`config.mk`:
```
export PLATFORM = sky130hd
export DESIGN_NAME = countdown_core
export DESIGN_NICKNAME = d
export VERILOG_FILES = /design/src/rtl/countdown_pkg.sv /design/src/rtl/cd_bcd_digit.sv /design/src/rtl/countdown_core.sv
export SDC_FILE = /design/constraint.sdc
export NUM_CORES = 1
export LEC_CHECK = 0
export ABC_AREA = 1
export BUFFER_PORTS_ARGS = -buffer_cell sky130_fd_sc_hd__buf_2
export CAP_MARGIN = 0
export CORE_AREA = 2 2 77 93
export DETAILED_ROUTE_END_ITERATION = 8
export DIE_AREA = 0 0 79 95
export PLACE_DENSITY = 0.76
export SLEW_MARGIN = 20
export SYNTH_ARGS = -nofsm -noshare
export SYNTH_HDL_FRONTEND = slang
export SYNTH_SLANG_ARGS = --single-unit
export TNS_END_PERCENT = 50
```
`constraint.sdc`:
```
create_clock -name clk -period 4 [get_ports clk]
set_clock_uncertainty 0.2 [all_clocks]
set_input_delay 0.6 -clock clk [delete_from_list [all_inputs] [get_ports clk]]
set_output_delay 0.6 -clock clk [all_outputs]
set_load 0.1 [all_outputs]
```
`src/rtl/countdown_pkg.sv`:
```
// Shared types and constants for the countdown timer core.
// Hour digits are only active when COUNTDOWN_HOURS_EN is defined.
package countdown_pkg;

    typedef enum logic [1:0] {
        StSet   = 2'd0,
        StRun   = 2'd1,
        StPause = 2'd2,
        StDone  = 2'd3
    } cd_state_e;

    localparam int        NUM_DIGITS = 6;
    localparam logic [3:0] SEP        = 4'hb;
    localparam logic [31:0] RESET_WORD = 32'h00b00b00;

    localparam logic [3:0] MAX_S_ONES = 4'd9;
    localparam logic [3:0] MAX_S_TENS = 4'd5;
    localparam logic [3:0] MAX_M_ONES = 4'd9;
    localparam logic [3:0] MAX_M_TENS = 4'd5;
    localparam logic [3:0] MAX_H_ONES = 4'd9;
    localparam logic [3:0] MAX_H_TENS = 4'd9;

    localparam logic [3:0] SEL_NONE   = 4'd0;
    localparam logic [3:0] SEL_S_ONES = 4'd1;
    localparam logic [3:0] SEL_S_TENS = 4'd2;
    localparam logic [3:0] SEL_M_ONES = 4'd3;
    localparam logic [3:0] SEL_M_TENS = 4'd4;
    localparam logic [3:0] SEL_H_ONES = 4'd5;
    localparam logic [3:0] SEL_H_TENS = 4'd6;

    // Digit index 0 is S ones, 5 is H tens.
    function automatic logic [3:0] digit_max(input int idx);
        case (idx)
            0:       return MAX_S_ONES;
            1:       return MAX_S_TENS;
            2:       return MAX_M_ONES;
            3:       return MAX_M_TENS;
            4:       return MAX_H_ONES;
            default: return MAX_H_TENS;
        endcase
    endfunction

    function automatic logic [3:0] digit_inc(input logic [3:0] val, input logic [3:0] max);
        return (val >= max) ? 4'd0 : val + 4'd1;
    endfunction

    function automatic logic [31:0] pack_time(input logic [5:0][3:0] d);
        return {d[5], d[4], SEP, d[3], d[2], SEP, d[1], d[0]};
    endfunction

endpackage

```
`src/rtl/cd_bcd_digit.sv`:
```
// One BCD decade of the running count: load, borrow-driven decrement and increment-wrap.
// Borrow out is combinational so a chain of digits decrements in a single cycle.
module cd_bcd_digit #(
    parameter logic [3:0] MAX = 4'd9
) (
    input  logic       clk,
    input  logic       rst_n,
    input  logic       i_load,
    input  logic [3:0] i_load_val,
    input  logic       i_borrow_in,
    input  logic       i_inc,
    output logic       o_borrow_out,
    output logic [3:0] o_val
);

    logic [3:0] r_val;

    always_ff @(posedge clk or negedge rst_n) begin
        if (!rst_n) begin
            r_val <= 4'd0;
        end else if (i_load) begin
            r_val <= i_load_val;
        end else if (i_borrow_in) begin
            r_val <= (r_val == 4'd0) ? MAX : r_val - 4'd1;
        end else if (i_inc) begin
            r_val <= (r_val >= MAX) ? 4'd0 : r_val + 4'd1;
        end
    end

    assign o_borrow_out = i_borrow_in && (r_val == 4'd0);
    assign o_val        = r_val;

endmodule

```
`src/rtl/countdown_core.sv`:
```
// Countdown timer control: preset editing, BCD countdown and SET/RUN/PAUSE/DONE sequencing.
// COUNTDOWN_HOURS_EN enables the hour digits; otherwise they are held at zero.
module countdown_core
    import countdown_pkg::*;
(
    input  logic        clk,
    input  logic        rst_n,
    input  logic        tick,
    input  logic        btn_sel,
    input  logic        btn_inc,
    input  logic        btn_start,
    input  logic        btn_clr,
    output logic [31:0] tmp,
    output logic [31:0] tmp1,
    output logic [3:0]  state,
    output logic        go,
    output logic        finish
);

`ifdef COUNTDOWN_HOURS_EN
    localparam int         NUM_ACTIVE = 6;
    localparam logic [3:0] SEL_LAST   = SEL_H_TENS;
`else
    localparam int         NUM_ACTIVE = 4;
    localparam logic [3:0] SEL_LAST   = SEL_M_TENS;
`endif

    logic r_sel_prev, r_inc_prev, r_start_prev, r_clr_prev;
    logic w_ev_sel, w_ev_inc, w_ev_start, w_ev_clr;

    cd_state_e        r_fsm;
    logic [3:0]       r_state;
    logic             r_go;
    logic             r_finish;
    logic [5:0][3:0]  r_pre;
    logic [5:0][3:0]  w_cnt;
    logic [5:0]       w_bin;
    logic [5:0]       w_bout;

    logic w_pre_nz, w_start_run, w_load, w_dec, w_last, w_underflow;
    logic w_set_idle, w_inc_ok, w_sel_ok;

    always_ff @(posedge clk or negedge rst_n) begin
        if (!rst_n) begin
            r_sel_prev   <= 1'b0;
            r_inc_prev   <= 1'b0;
            r_start_prev <= 1'b0;
            r_clr_prev   <= 1'b0;
        end else begin
            r_sel_prev   <= btn_sel;
            r_inc_prev   <= btn_inc;
            r_start_prev <= btn_start;
            r_clr_prev   <= btn_clr;
        end
    end

    assign w_ev_sel   = btn_sel   & ~r_sel_prev;
    assign w_ev_inc   = btn_inc   & ~r_inc_prev;
    assign w_ev_start = btn_start & ~r_start_prev;
    assign w_ev_clr   = btn_clr   & ~r_clr_prev;

    assign w_pre_nz    = |r_pre;
    assign w_start_run = w_ev_start && !w_ev_clr && (r_fsm == StSet) && w_pre_nz;
    assign w_load      = w_ev_clr || w_start_run;
    // A start press in RUN pauses and swallows a coincident tick.
    assign w_dec       = (r_fsm == StRun) && tick && !w_ev_start && !w_ev_clr;
    assign w_last      = (w_cnt[0] == 4'd1) && (w_cnt[5:1] == '0);
    assign w_underflow = |w_bout[5:NUM_ACTIVE-1];

    // Any higher-priority event in the same cycle consumes it.
    assign w_set_idle = (r_fsm == StSet) && !w_ev_start && !w_ev_clr;
    assign w_inc_ok   = w_set_idle && w_ev_inc && (r_state != SEL_NONE);
    assign w_sel_ok   = w_set_idle && w_ev_sel && !w_ev_inc;

    for (genvar i = 0; i < NUM_DIGITS; i++) begin : g_digit
        logic [3:0] w_load_val;

        if (i == 0) begin : g_bin_first
            assign w_bin[i] = w_dec;
        end else if (i < NUM_ACTIVE) begin : g_bin_chain
            assign w_bin[i] = w_bout[i-1];
        end else begin : g_bin_off
            assign w_bin[i] = 1'b0;
        end

        assign w_load_val = w_ev_clr ? 4'd0 : r_pre[i];

        cd_bcd_digit #(
            .MAX (digit_max(i))
        ) u_digit (
            .clk          (clk),
            .rst_n        (rst_n),
            .i_load       (w_load),
            .i_load_val   (w_load_val),
            .i_borrow_in  (w_bin[i]),
            .i_inc        (1'b0),
            .o_borrow_out (w_bout[i]),
            .o_val        (w_cnt[i])
        );
    end

    always_ff @(posedge clk or negedge rst_n) begin
        if (!rst_n) begin
            r_pre <= '0;
        end else begin
            for (int i = 0; i < NUM_DIGITS; i++) begin
                if (w_inc_ok && (r_state == 4'(i + 1)) && (i < NUM_ACTIVE)) begin
                    r_pre[i] <= digit_inc(r_pre[i], digit_max(i));
                end
            end
        end
    end

    always_ff @(posedge clk or negedge rst_n) begin
        if (!rst_n) begin
            r_fsm    <= StSet;
            r_state  <= SEL_NONE;
            r_go     <= 1'b0;
            r_finish <= 1'b0;
        end else if (w_ev_clr) begin
            r_fsm    <= StSet;
            r_state  <= SEL_NONE;
            r_go     <= 1'b0;
            r_finish <= 1'b0;
        end else begin
            case (r_fsm)
                StSet: begin
                    if (w_start_run) begin
                        r_fsm   <= StRun;
                        r_state <= SEL_NONE;
                        r_go    <= 1'b1;
                    end else if (w_sel_ok) begin
                        r_state <= (r_state == SEL_LAST) ? SEL_S_ONES : r_state + 4'd1;
                    end
                end
                StRun: begin
                    if (w_ev_start) begin
                        r_fsm <= StPause;
                    end else if (w_dec && (w_last || w_underflow)) begin
                        r_fsm    <= StDone;
                        r_finish <= 1'b1;
                    end
                end
                StPause: begin
                    if (w_ev_start) begin
                        r_fsm <= StRun;
                    end
                end
                StDone: begin
                    if (w_ev_start) begin
                        r_fsm    <= StSet;
                        r_go     <= 1'b0;
                        r_finish <= 1'b0;
                    end
                end
                default: r_fsm <= StSet;
            endcase
        end
    end

    assign tmp    = pack_time(w_cnt);
    assign tmp1   = pack_time(r_pre);
    assign state  = r_state;
    assign go     = r_go;
    assign finish = r_finish;

endmodule

```
# [Word level (Yosys, flattened, before mapping)]
# Cells that the tools add are included.
[totals] regBits=52 output_inout_bits=70 wordCells=146
[op_classes] add_sub_neg=9 order_cmp=4 eq_ne=14 n_mux=46 n_bitwise=8 reduce_logical=47
[ops] operator="2-to-1 mux 4 bit" n=31
[ops] operator="OR reduction 24 bit" n=1
[ops] operator="logical AND 1 bit" n=22
[ops] operator="adder 4 x 1 -> 4 bit, second input constant" n=5
[ops] operator="zero test 20 bit" n=1
[ops] operator="greater-or-equal comparator 4 bit" n=4
[ops] operator="zero test 4 bit" n=4
[ops] operator="subtractor 4 x 1 -> 4 bit, second input constant" n=4
[ops] operator="2-to-1 mux 2 bit" n=6
[ops] operator="!= test 3 bit, second input constant" n=4
[ops] operator="nonzero test 2 bit" n=5
[ops] operator="nonzero test 3 bit" n=3
[ops] operator="equality test 4 x 1 -> 1 bit, second input constant" n=2
[ops] operator="equality test 4 x 2 -> 1 bit, second input constant" n=2
[ops] operator="one-hot mux 2 bit (4 select lines)" n=1
[ops] operator="AND reduction 4 bit" n=2
[ops] operator="2-to-1 mux 1 bit" n=6
[ops] operator="bitwise AND 1 bit" n=4
[ops] operator="equality test 2 bit, second input constant" n=2
[ops] operator="equality test 4 x 3 -> 1 bit, second input constant" n=1
[ops] operator="!= test 4 x 3 -> 1 bit, second input constant" n=1
[ops] operator="inverter 1 bit" n=4
[ops] operator="one-hot mux 1 bit (2 select lines)" n=2
[ops] operator="nonzero test 4 bit" n=1
[ops] operator="7 further kinds" n=10

# [Longest topological paths before layout]
[logic_depth] depth_word=15 ltp_mapped=11 ltp_nobuf=11

# [Cells and area by module]
# From an unflattened synthesis, not the netlist that was laid out.
[hier_totals] cells_unflattened=671 area_unflattened_um2=4581.9
[by_module_without_submodules] module="countdown_core" instances=1 cells_per_inst=259 area_each_um2=1964.4 seq_area_each_um2=700.7
[by_module_without_submodules] module="cd_bcd_digit at g_digit[0].u_digit ..." instances=4 cells_per_inst=67 area_each_um2=446.7 seq_area_each_um2=100.1
[by_module_without_submodules] module="cd_bcd_digit at g_digit[1].u_digit ..." instances=2 cells_per_inst=72 area_each_um2=415.4 seq_area_each_um2=100.1

# [Worst setup path before layout]
# Ideal clock, no wire load.
[synth_timing] kind="reg-to-reg" startpoint="reg r_pre (netlist bit tmp1[5])" endpoint="reg r_pre (netlist bit tmp1[6])" t_arrival_ns=2.037 t_required_ns=3.717 slack_ns=1.680 stages_incl_launch_ff=7 path_buffers=0 synth_period_minus_slack_ns=2.320 cell_sequence="dfrtp_1 -> inv_1 -> ha_1 -> o21ai_0 -> nand2_1 -> or2_2 -> o21ai_0"
[synth_via] elab_chain_cells=2
[synth_lines] element="start, declared" line="countdown_core.sv:35" source="logic [5:0][3:0] r_pre;"
[synth_lines] element="start signal, assigned by index" line="countdown_core.sv:108" source="r_pre[i] <= digit_inc(r_pre[i], digit_max(i));"
[synth_lines] element="adder 4 x 1 -> 4 bit or greater-or-equal comparator 4 bit (tied branches)" line="countdown_pkg.sv:44" source="return (val >= max) ? 4'd0 : val + 4'd1;"
[synth_lines] element="2-to-1 mux 4 bit (*)" line="countdown_pkg.sv:44"
# Mark *: on every way between the ends. The rest lies on a longest branch, timed or not.
# A chain may end at the register's enable or synchronous reset.

# [Final worst setup path]
[layout_timing] startpoint="reg r_pre (netlist bit tmp1[6])" endpoint="out tmp1[6]"
[layout_lines] element="end, declared" line="countdown_core.sv:14" source="output logic [31:0] tmp1,"
# No word-level cell between the ends.

==> summary.txt <==
Outcome
  • Status: finished, final reports clean

Clock network
  • Clk sinks: 44
  • Post-CTS Hold Fix Bufs: 0
  • Post-CTS Setup Bufs: 0
  • TritonCTS Buffers: 5
  • CTS root buf: clkbuf_8
  • Deepest clock path buffer count: 2
  • Worst-Skew Late Latency: 0.30 ns
  • CTS tree: done
  • Post_cts resized: 0
  • CTS clk-pin slew, worst paths: 0.08 ns
  • Htree depth: 2

Synth
  • Mapped Avg Cell Area: 7.88 µm²
  • Netlist cell types: 31
  • Synth top cells by count: 64 x nand2_1, 47 x inv_1, 44 x dfrtp_1
  • Post-synth EDFFs: 0
  • Post-synthesis cell area: 0.00288 mm²
  • Leading area contributor after synthesis: dfrtp_1
  • Mapped Cells: 366
  • Synth warn: 8
  • Top FF cell, synth: dfrtp_1
  • Ranking of synthesized cells by area: dfrtp_1 38%, buf_4 8.3%, nand2_1 8.3%
  • Most frequent cell after synthesis: nand2_1
  • Ys async rst share: 1.00
  • Sequential area share after synthesis: 0.382
  • Yosys top cell area share: 0.382
  • Flops & latches, synth: 44

Floorplanning
  • Die span in y: 95 µm
  • Row count: 33
  • Die X: 79 µm
  • Core area: 0.00669 mm²
  • Initial Utilization: 0.431
  • I/O pin count: 77
  • Total die area: 0.00751 mm²

Global routing
  • Largest net degree at the start of global routing: 45
  • First-pass GRT wire length: 9.72 mm
  • Vias in the first global route: 2,146
  • Total grt overflow: 0
  • Antenna violations before repair: 0
  • GRT Total Usage: 0.164

Timing
  • Fin. max-slew vios: 0
  • Fin crit share: 0.512
  • Worst-Margin Slew: 0.566 ns
  • Post-route setup TNS: 0 ns
  • Slew headroom: 0.622
  • Fin crit period: 2.05 ns
  • Fmax: 488 MHz
  • Final setup fails: 0
  • RSZ-0062 raised after global routing: no
  • Final hold violation count: 0

Placement
  • I/O Buffers: 44
  • DPL Wire Length: 4.42 mm
  • GPL Wtd Cong: 0.913

Setup path
  • WP data required: 3.20 ns
  • Reg-to-reg setup timing slack: 2.22 ns
  • Startpoint Class: register
  • CP Max Fanout: 6
  • Critical-path top delay cell: dfrtp_1
  • Worst path max stage delay: 0.48 ns
  • Sum of buffers and inverters on the critical path: 1
  • Critical path, cell by cell: buf_2
  • Setup crit end kind: output port
  • CP delay by family, top: flip-flops
  • Critical path class: register to output port
  • Crit path DAT: 1.25 ns

Drt
  • Routed vias: 2,408
  • DRC viols: 0
  • Routed wire length: 5.93 mm
  • Antenna viol nets, final: 0
  • Pre-antenna DRT Iters: 5
  • Drt wl/cell: 11.9 µm
  • DRT iter0 DRCs: 111
  • Via density: 4.82

Cells and area
  • Syn-to-layout area delta: 8.98%
  • ANT cells: 0
  • Share of cells above drive strength 1: 0.194
  • NumNets Final: 436

Flow run
  • Max capacitance violation total: 0

Worst hold path
  • Min-delay worst type: primary input to asynchronous set/reset pin
layout make-up:
class                   count  area (µm²)
inverters                  53         201
repair buffers             44         223
clock inverters             1        5.00
flip-flops and latches     44        1100
fillers                   663        3550
well taps                  87         109
multi-input cells         265        1430
clock buffers               6        72.6
path summary, 6_finish.rpt:
kind,endpoint,cells after the start,startpoint
setup / recovery,tmp1[6],1,tmp1[6]
setup reg to reg,r_fsm[1],9,g_digit[1].u_digit.o_val[0]
hold / removal,tmp1[18],1,rst_n
hold reg to reg,go,2,go
max in group asynchronous,state[3],1,rst_n
min in group clk,r_clr_prev,1,btn_clr
metal layers:
layer,global-route usage,vias to the layer above,routed length [µm]
met4,0.0632,0,102
li1,-,1198,-
met5,0,-,0
met2,0.285,78,2910
met3,0.0315,8,314
met1,0.201,1124,2600
flip-flops by register name, indices dropped and copies added, names as in the netlist:
name / cells
r_sel_prev: 1
g_digit.u_digit.o_val: 16
finish: 1
r_start_prev: 1
tmp1: 16
r_clr_prev: 1
r_inc_prev: 1
go: 1
state: 4
r_fsm: 2
through the flow:
| stage | setup slack [ns] | instance area [µm²] | std cells | hold WS, ns | util |
|---|---|---|---|---|---|
| 2_1_floorplan | 1.68 | 3000 | 396 | 0.104 | - |
| 3_3_place_gp | 2.02 | 3060 | 493 | 0.256 | 0.458 |
| 3_5_place_dp | 1.97 | 3060 | 493 | 0.262 | 0.458 |
| 4_1_cts | 1.95 | 3140 | 500 | 0.213 | 0.470 |
| 5_1_grt | 1.91 | 3140 | 500 | 0.129 | 0.470 |
| 6_report | 1.95 | 3140 | 500 | 0.0805 | 0.470 |
cell usage in the layout, fill, tap and decap left out, drive strengths merged:
cell	n
o211ai	2
nand4	5
xnor2	3
o221ai	2
o21ai	41
nand2	72
a22oi	1
conb	32
nor3	1
nor2	46
buf	44
or2	1
a21oi	12
o22ai	5
clkbuf	6
clkinv	1
nand3	20
inv	53
a21boi	1
dfrtp	44
xor2	5
ha	16
logic make-up (layout without fill, tap and decap cells):
| logic type | count (synthesis) | in the layout | share of synthesized area |
|---|---|---|---|
| AOI/OAI and AO/OA | 64 | 64 | 0.121 |
| xor gates and xnor gates | 8 | 8 | 0.0243 |
| adders and majority gates | 16 | 16 | 0.0694 |
| buffers and inverters | 87 | 104 | 0.161 |
| DFF | 44 | 44 | 0.382 |
| other | 2 | 32 | 0.00260 |
| and+or+nand+nor | 145 | 145 | 0.240 |
Power is left out: the tool's default activity adds up to more than one toggle a clock period on the data nets, which glitch-free logic cannot reach.
